<file path="config.mk">
export PLATFORM = sky130hd
export DESIGN_NAME = ins_mem_port_arbiter
export DESIGN_NICKNAME = d
export VERILOG_FILES = /design/src/rtl/ins_mem_arb_pkg.sv /design/src/rtl/ins_mem_port_arbiter_rr_arb2.sv /design/src/rtl/ins_mem_port_arbiter.sv
export SDC_FILE = /design/constraint.sdc
export NUM_CORES = 1
export LEC_CHECK = 0
export ABC_AREA = 0
export CORE_AREA = 2 2 108 110
export DETAILED_ROUTE_END_ITERATION = 10
export DIE_AREA = 0 0 110 112
export PLACE_DENSITY_LB_ADDON = 0.1
export SLEW_MARGIN = 20
export SYNTH_ARGS = -nofsm -noshare
export SYNTH_HDL_FRONTEND = slang
export SYNTH_HIERARCHICAL = 1
export SYNTH_SLANG_ARGS = --single-unit
</file>
<file path="constraint.sdc">
create_clock -name clk -period 4.3 [get_ports clk]
set_clock_uncertainty 0.15 [all_clocks]
set_input_delay 1.075 -clock clk [delete_from_list [all_inputs] [get_ports clk]]
set_output_delay 1.075 -clock clk [all_outputs]
set_load 0.02 [all_outputs]
</file>
<file path="src/rtl/ins_mem_arb_pkg.sv">
// ---------------------------------------------------------------------------
// ins_mem_arb_pkg
// Purpose : Shared widths, constants and the owner index type for the
//           instruction-memory port arbiter.
// Contents: NUM_REQ, ADDR_W, DATA_W, BE_W, NOP_INSTR, owner_t and
//           owner_to_onehot().
// ---------------------------------------------------------------------------
package ins_mem_arb_pkg;

    localparam int unsigned NUM_REQ = 2;
    localparam int unsigned ADDR_W  = 32;
    localparam int unsigned DATA_W  = 32;
    localparam int unsigned BE_W    = 4;

    // Returned for out-of-range fetches so the core executes a harmless NOP.
    localparam logic [DATA_W-1:0] NOP_INSTR = 32'h0000_0013;

    // Index of a requester: 0 = core fetch, 1 = loader/debug.
    typedef logic [$clog2(NUM_REQ)-1:0] owner_t;

    function automatic logic [NUM_REQ-1:0] owner_to_onehot(input owner_t owner);
        return (owner == owner_t'(1)) ? 2'b10 : 2'b01;
    endfunction

endpackage

</file>
<file path="src/rtl/ins_mem_port_arbiter_rr_arb2.sv">
// ---------------------------------------------------------------------------
// rr_arb2
// Purpose : Two-requester grant logic. The grant is combinational and valid
//           in the request cycle. Nothing is granted while reset or busy is
//           high.
// Config  : ARB_ROUND_ROBIN_EN defined   -> round-robin on contention, with a
//                                           last-grant pointer register.
//           ARB_ROUND_ROBIN_EN undefined -> fixed priority, requester 0 wins;
//                                           no pointer register and no clock.
// Ports   : clk   - clock (round-robin build only)
//           reset - synchronous active-high reset
//           req   - per-requester request
//           busy  - memory busy; blocks all grants
//           gnt   - one-hot grant
// ---------------------------------------------------------------------------
module rr_arb2
    import ins_mem_arb_pkg::*;
(
`ifdef ARB_ROUND_ROBIN_EN
    input  logic               clk,
`endif
    input  logic               reset,
    input  logic [NUM_REQ-1:0] req,
    input  logic               busy,
    output logic [NUM_REQ-1:0] gnt
);

`ifdef ARB_ROUND_ROBIN_EN
    owner_t last_grant;

    // NOTE: sequential state uses non-blocking assignments so every register
    // samples pre-edge values, independent of process evaluation order.
    always_ff @(posedge clk) begin
        if (reset) begin
            // Pointing at requester 1 makes requester 0 win the first contention.
            last_grant <= owner_t'(1);
        end else if (|gnt) begin
            last_grant <= owner_t'(gnt[1]);
        end
    end
`endif

    // NOTE: gnt gets a default before any branch so no path leaves it
    // unassigned, which would otherwise infer a latch.
    always_comb begin
        gnt = '0;
        if (!reset && !busy) begin
            case (req)
                2'b01:   gnt = 2'b01;
                2'b10:   gnt = 2'b10;
                2'b11: begin
`ifdef ARB_ROUND_ROBIN_EN
                    // Grant whichever requester was not served most recently.
                    gnt = (last_grant == owner_t'(1)) ? 2'b01 : 2'b10;
`else
                    gnt = 2'b01;
`endif
                end
                default: gnt = '0;
            endcase
        end
    end

endmodule

</file>
<file path="src/rtl/ins_mem_port_arbiter.sv">
// ---------------------------------------------------------------------------
// ins_mem_port_arbiter
// Purpose : Shares one BRAM port between the core fetch (requester 0) and a
//           loader/debug master (requester 1). Grants are combinational.
//           Responses return one cycle after the grant, in order, on a
//           shared rdata_o bus. Out-of-range accesses are granted but do not
//           enable the BRAM, and they return a NOP instruction.
// Config  : ARB_ROUND_ROBIN_EN selects round-robin or fixed-priority
//           contention handling (see rr_arb2).
// Ports   : clk, reset              - clock, synchronous active-high reset
//           req_i/addr_i/we_i/be_i/wdata_i - packed per-requester requests
//                                    (requester 0 in the low slice)
//           gnt_o                   - one-hot grant, same cycle
//           rvalid_o / rdata_o      - one-hot response valid and shared data
//           mem_*                   - BRAM port B drive; mem_rstb_busy blocks
//                                     grants; mem_doutb has one-cycle latency
// ---------------------------------------------------------------------------
module ins_mem_port_arbiter
    import ins_mem_arb_pkg::*;
#(
    parameter int unsigned MEM_DEPTH = 1096
) (
    input  logic                       clk,
    input  logic                       reset,
    input  logic [NUM_REQ-1:0]         req_i,
    input  logic [NUM_REQ*ADDR_W-1:0]  addr_i,
    input  logic [NUM_REQ-1:0]         we_i,
    input  logic [NUM_REQ*BE_W-1:0]    be_i,
    input  logic [NUM_REQ*DATA_W-1:0]  wdata_i,
    output logic [NUM_REQ-1:0]         gnt_o,
    output logic [NUM_REQ-1:0]         rvalid_o,
    output logic [DATA_W-1:0]          rdata_o,
    output logic                       mem_clkb,
    output logic                       mem_enb,
    output logic                       mem_rstb,
    output logic [BE_W-1:0]            mem_web,
    output logic [ADDR_W-1:0]          mem_addrb,
    output logic [DATA_W-1:0]          mem_dinb,
    input  logic                       mem_rstb_busy,
    input  logic [DATA_W-1:0]          mem_doutb
);

    localparam logic [ADDR_W-1:0] ADDR_LIMIT = ADDR_W'(MEM_DEPTH * 4);

    logic               granted;
    owner_t             sel;
    logic [ADDR_W-1:0]  sel_addr;
    logic [DATA_W-1:0]  sel_wdata;
    logic [BE_W-1:0]    sel_be;
    logic               sel_we;
    logic               in_range;

    // Response pipeline: one valid flag, its owner and whether it was out of range.
    logic               valid_q;
    owner_t             owner_q;
    logic               oor_q;
    logic               resp_valid;

    rr_arb2 u_arb (
`ifdef ARB_ROUND_ROBIN_EN
        .clk   (clk),
`endif
        .reset (reset),
        .req   (req_i),
        .busy  (mem_rstb_busy),
        .gnt   (gnt_o)
    );

    assign granted = |gnt_o;
    assign sel     = owner_t'(gnt_o[1]);

    always_comb begin
        sel_addr  = addr_i[ADDR_W-1:0];
        sel_wdata = wdata_i[DATA_W-1:0];
        sel_be    = be_i[BE_W-1:0];
        sel_we    = we_i[0];
        if (sel == owner_t'(1)) begin
            sel_addr  = addr_i[2*ADDR_W-1:ADDR_W];
            sel_wdata = wdata_i[2*DATA_W-1:DATA_W];
            sel_be    = be_i[2*BE_W-1:BE_W];
            sel_we    = we_i[1];
        end
    end

    assign in_range = (sel_addr < ADDR_LIMIT);

    // BRAM drive: idle port presents all zeros.
    always_comb begin
        mem_enb   = 1'b0;
        mem_web   = '0;
        mem_addrb = '0;
        mem_dinb  = '0;
        if (granted) begin
            mem_enb   = in_range;
            mem_web   = sel_be & {BE_W{sel_we}};
            mem_addrb = sel_addr;
            mem_dinb  = sel_wdata;
        end
    end

    assign mem_clkb = clk;
    assign mem_rstb = 1'b0;

    always_ff @(posedge clk) begin
        if (reset) begin
            valid_q <= 1'b0;
            owner_q <= '0;
            oor_q   <= 1'b0;
        end else begin
            valid_q <= granted;
            owner_q <= sel;
            oor_q   <= granted & ~in_range;
        end
    end

    // Masking with reset drops a response whose grant landed just before
    // reset, and keeps outputs at their reset values while reset is held.
    assign resp_valid = valid_q & ~reset;
    assign rvalid_o   = resp_valid ? owner_to_onehot(owner_q) : '0;
    assign rdata_o    = !resp_valid ? '0 :
                        oor_q       ? NOP_INSTR : mem_doutb;

endmodule

</file>
==> impl_results.rst <==
.. list-table::
   :header-rows: 1

   * - Metric
     - Value
   * - Proportion of netlist area held by the largest area contributor
     - roughly 31%
   * - Tot Pwr
     - 0.680 mW
   * - Worst path setup slack after routing
     - 107 ps
   * - Simple-gate share of the synthesized area
     - between 60% and 70%
   * - Final period util
     - 97.5%
   * - Sum of routed wire length over all layers
     - a little under 10 mm
   * - Port Buffer Count
     - 280
   * - I/O pin cnt
     - roughly 280
   * - Net count, final
     - 760
   * - Fraction of final layout cells with drive strength greater than 1
     - under 10%
   * - Post-placement setup slack
     - -148 ps
   * - HPWL Detailed
     - between 8 and 9 mm
   * - Highest-count cells in the layout ignoring fill and taps
     - clkdlybuf4s50_1, nand2_1, o21ai_0
   * - Antenna cells
     - 0
   * - Mean instance size in the synthesized netlist
     - slightly below 5 µm²
   * - Cell types with the largest area share after synthesis
     - nand2_1, o21ai_0, and2_1, o21ai_1, dfxtp_1
   * - Number of buffers and inverters on the critical path
     - 4
   * - Largest family of logic cells by synthesized area
     - simple AND/OR/NAND/NOR gates
   * - Setup bufs post-CTS
     - 0
   * - Routability congestion estimate
     - 0.735
   * - DRC marker count from the first detailed-route iteration
     - 100
   * - Final Hold Violating Endpoints
     - 0
   * - Drt first pass iters
     - 3
   * - Peak clock frequency supported by timing
     - between 0.2 and 0.25 GHz
   * - Fin crit period
     - roughly 4200 ps
   * - Endpoint class of the critical path
     - output port
   * - Number of remaining DRC errors
     - 0
   * - Net count after synthesis
     - 480
   * - Overall die area
     - roughly 12000 µm²
   * - Number of vias after detailed routing
     - 3032
   * - Largest stage delay, worst path
     - slightly above 600 ps
   * - Area of the mapped netlist
     - about 1500 µm²
   * - Average routed wire per standard cell
     - between 10 and 15 µm
   * - Antenna-violating nets left
     - 0
   * - Via count normalized by instance count
     - 4.17
   * - Rows
     - 39
   * - Finished layout cell area
     - 4730 µm²
   * - Register bit count reported by yosys
     - 3
   * - Crit Path Category
     - in2out
   * - Compound-gate portion of the synthesized area
     - 26.2%
   * - Most common cell after layout, fill and taps aside
     - clkdlybuf4s50_1
   * - Family of cells with the greatest summed delay on the critical path
     - buffers and inverters
   * - Required time of the worst setup path
     - ~3000 ps
   * - First-pass GRT wire length
     - 14.2 mm
   * - Number of antenna violations at the first check in global routing
     - 0
   * - Biggest fanout along the worst timing path
     - 34
   * - Core region area
     - around 11000 µm²
   * - GRT Overall Usage
     - 14.7%
   * - Total placed instance area
     - ~4600 µm²
   * - Multiplexer fraction of the synthesized cell area
     - 0%
   * - Unrepaired setup endpoints after global routing
     - true
   * - Synth Area in Adders
     - 0%
   * - Number of global-route vias before repair
     - ~3k
   * - Number of distinct library cells after synthesis
     - 28
   * - Pin count of the biggest net entering global routing
     - 54
   * - Number of pins with negative max-slew slack in the final report
     - 0
   * - Cell at the slowest stage of the critical path
     - clkdlybuf4s50_1
   * - Power density over the cells
     - 144 nW/µm²
   * - Total congestion overflow after global routing
     - 0
   * - Post-synthesis cell type with the largest combined area
     - nand2_1
   * - Syn Inst Count
     - 305
   * - Effective utilization at floorplan
     - roughly 14%
   * - Fraction of the yosys area taken by sequential cells
     - 3.97%
   * - Synthesis Warnings
     - 6
   * - Total of max-cap violations
     - 0
   * - Worst hold path class
     - in2reg
   * - Largest vdd supply drop
     - roughly 0.00012 V
   * - P&R area growth vs syn
     - 213%
   * - Total leakage power
     - about 1.8 nW
   * - Worst path arrival time
     - a little under 3000 ps
   * - Outcome
     - finished clean
   * - Critical Path Start Type
     - input port
   * - Clock tree from TritonCTS
     - yes
   * - Post-synthesis xor/xnor area fraction
     - 0%
   * - Horiz. Die Dim
     - about 110 µm
   * - Clock transition at the register clock pins on the worst setup and hold paths after CTS
     - 30 ps
   * - List of cells traversed by the critical path
     - clkdlybuf4s50_1 -> nor4b_4 -> buf_12 -> buf_12 -> nand2_1 -> o21ai_1 -> clkdlybuf4s50_1
   * - Die height
     - around 110 µm
   * - Setup-violating endpoint count in the final report
     - 0
[sequential cells by signal, indices dropped and copies added, names as in the netlist]
name and count:
oor_q 1, owner_q 1, valid_q 1
[layer usage]
metal  up-vias  GRT usage, %  routed length, µm
li1       1564             -                  -
met2       166          28.3               5100
met4         0          2.87                 38
met5         -             0                  0
met3         4          6.03               1300
met1      1298          14.2               3400
[stage by stage]
step           std cells  util (%)  hold slack, ps  TNS (ps)
2_1_floorplan        305         -             997         0
3_5_place_dp         720      41.2            1500     -3850
4_1_cts              727      42.2            1110         0
5_1_grt              727      42.3            1130     -7.12
6_report             727      42.3            1100         0
3_3_place_gp         720      41.2            1500     -3340
[worst paths after layout]
check                 from       endpoint  cells past startpoint
setup / recovery  req_i[1]  mem_addrb[25]                      7
hold / removal       reset        owner_q                      3
[kinds of logic after synthesis]
| family | Yosys count |
|---|---|
| other | 1 |
| AO/OA/AOI/OAI | 73 |
| AND/OR/NAND/NOR | 198 |
| flip-flops | 3 |
| buffers and inverters | 30 |
[synth_stat cells]
cell,n
clkbuf_1,15
nor4_1,8
nand2b_1,1
nor4_2,1
nand3_1,12
buf_6,1
a22oi_2,1
nor3b_1,1
and2_1,29
inv_1,1
nor4b_2,2
or3_1,1
buf_4,3
dfxtp_1,3
o21ai_1,30
o21ai_0,37
o21a_1,1
nand2_1,126
conb_1,1
o221ai_2,1
nor2_1,11
nor2b_1,2
nand3b_1,1
a22o_1,2
nor4b_1,1
nor3_1,2
buf_2,10
o311ai_1,1
[timing repair]
item | in CTS | in global routing
hold buffers | 0 | 0
pin swaps | 1 | 1
cloned | 0 | 0
gates resized for setup | 38 | 3
setup endpoints to repair | 67 | 3
[where the power goes]
| part | switching, mW | internal [mW] |
|---|---|---|
| sequential | 0.000534 | 0.0290 |
| combinational | 0.122 | 0.207 |
| clock | 0.0645 | 0.257 |
[worst min-delay path: stages]
cell           delay, ps
dlygate4sd2_1        280
buf_4                150
nor2b_1               40
[area by class of cell]
class                   instances  area (µm²)
multi-input cells             272        1340
inverters                       1        3.75
clock buffers                   8         164
flip-flops and latches          3        60.1
well taps                     143         179
repair buffers                300        2990
fillers                      1184        6440
Power figures use the tool's default switching activity.
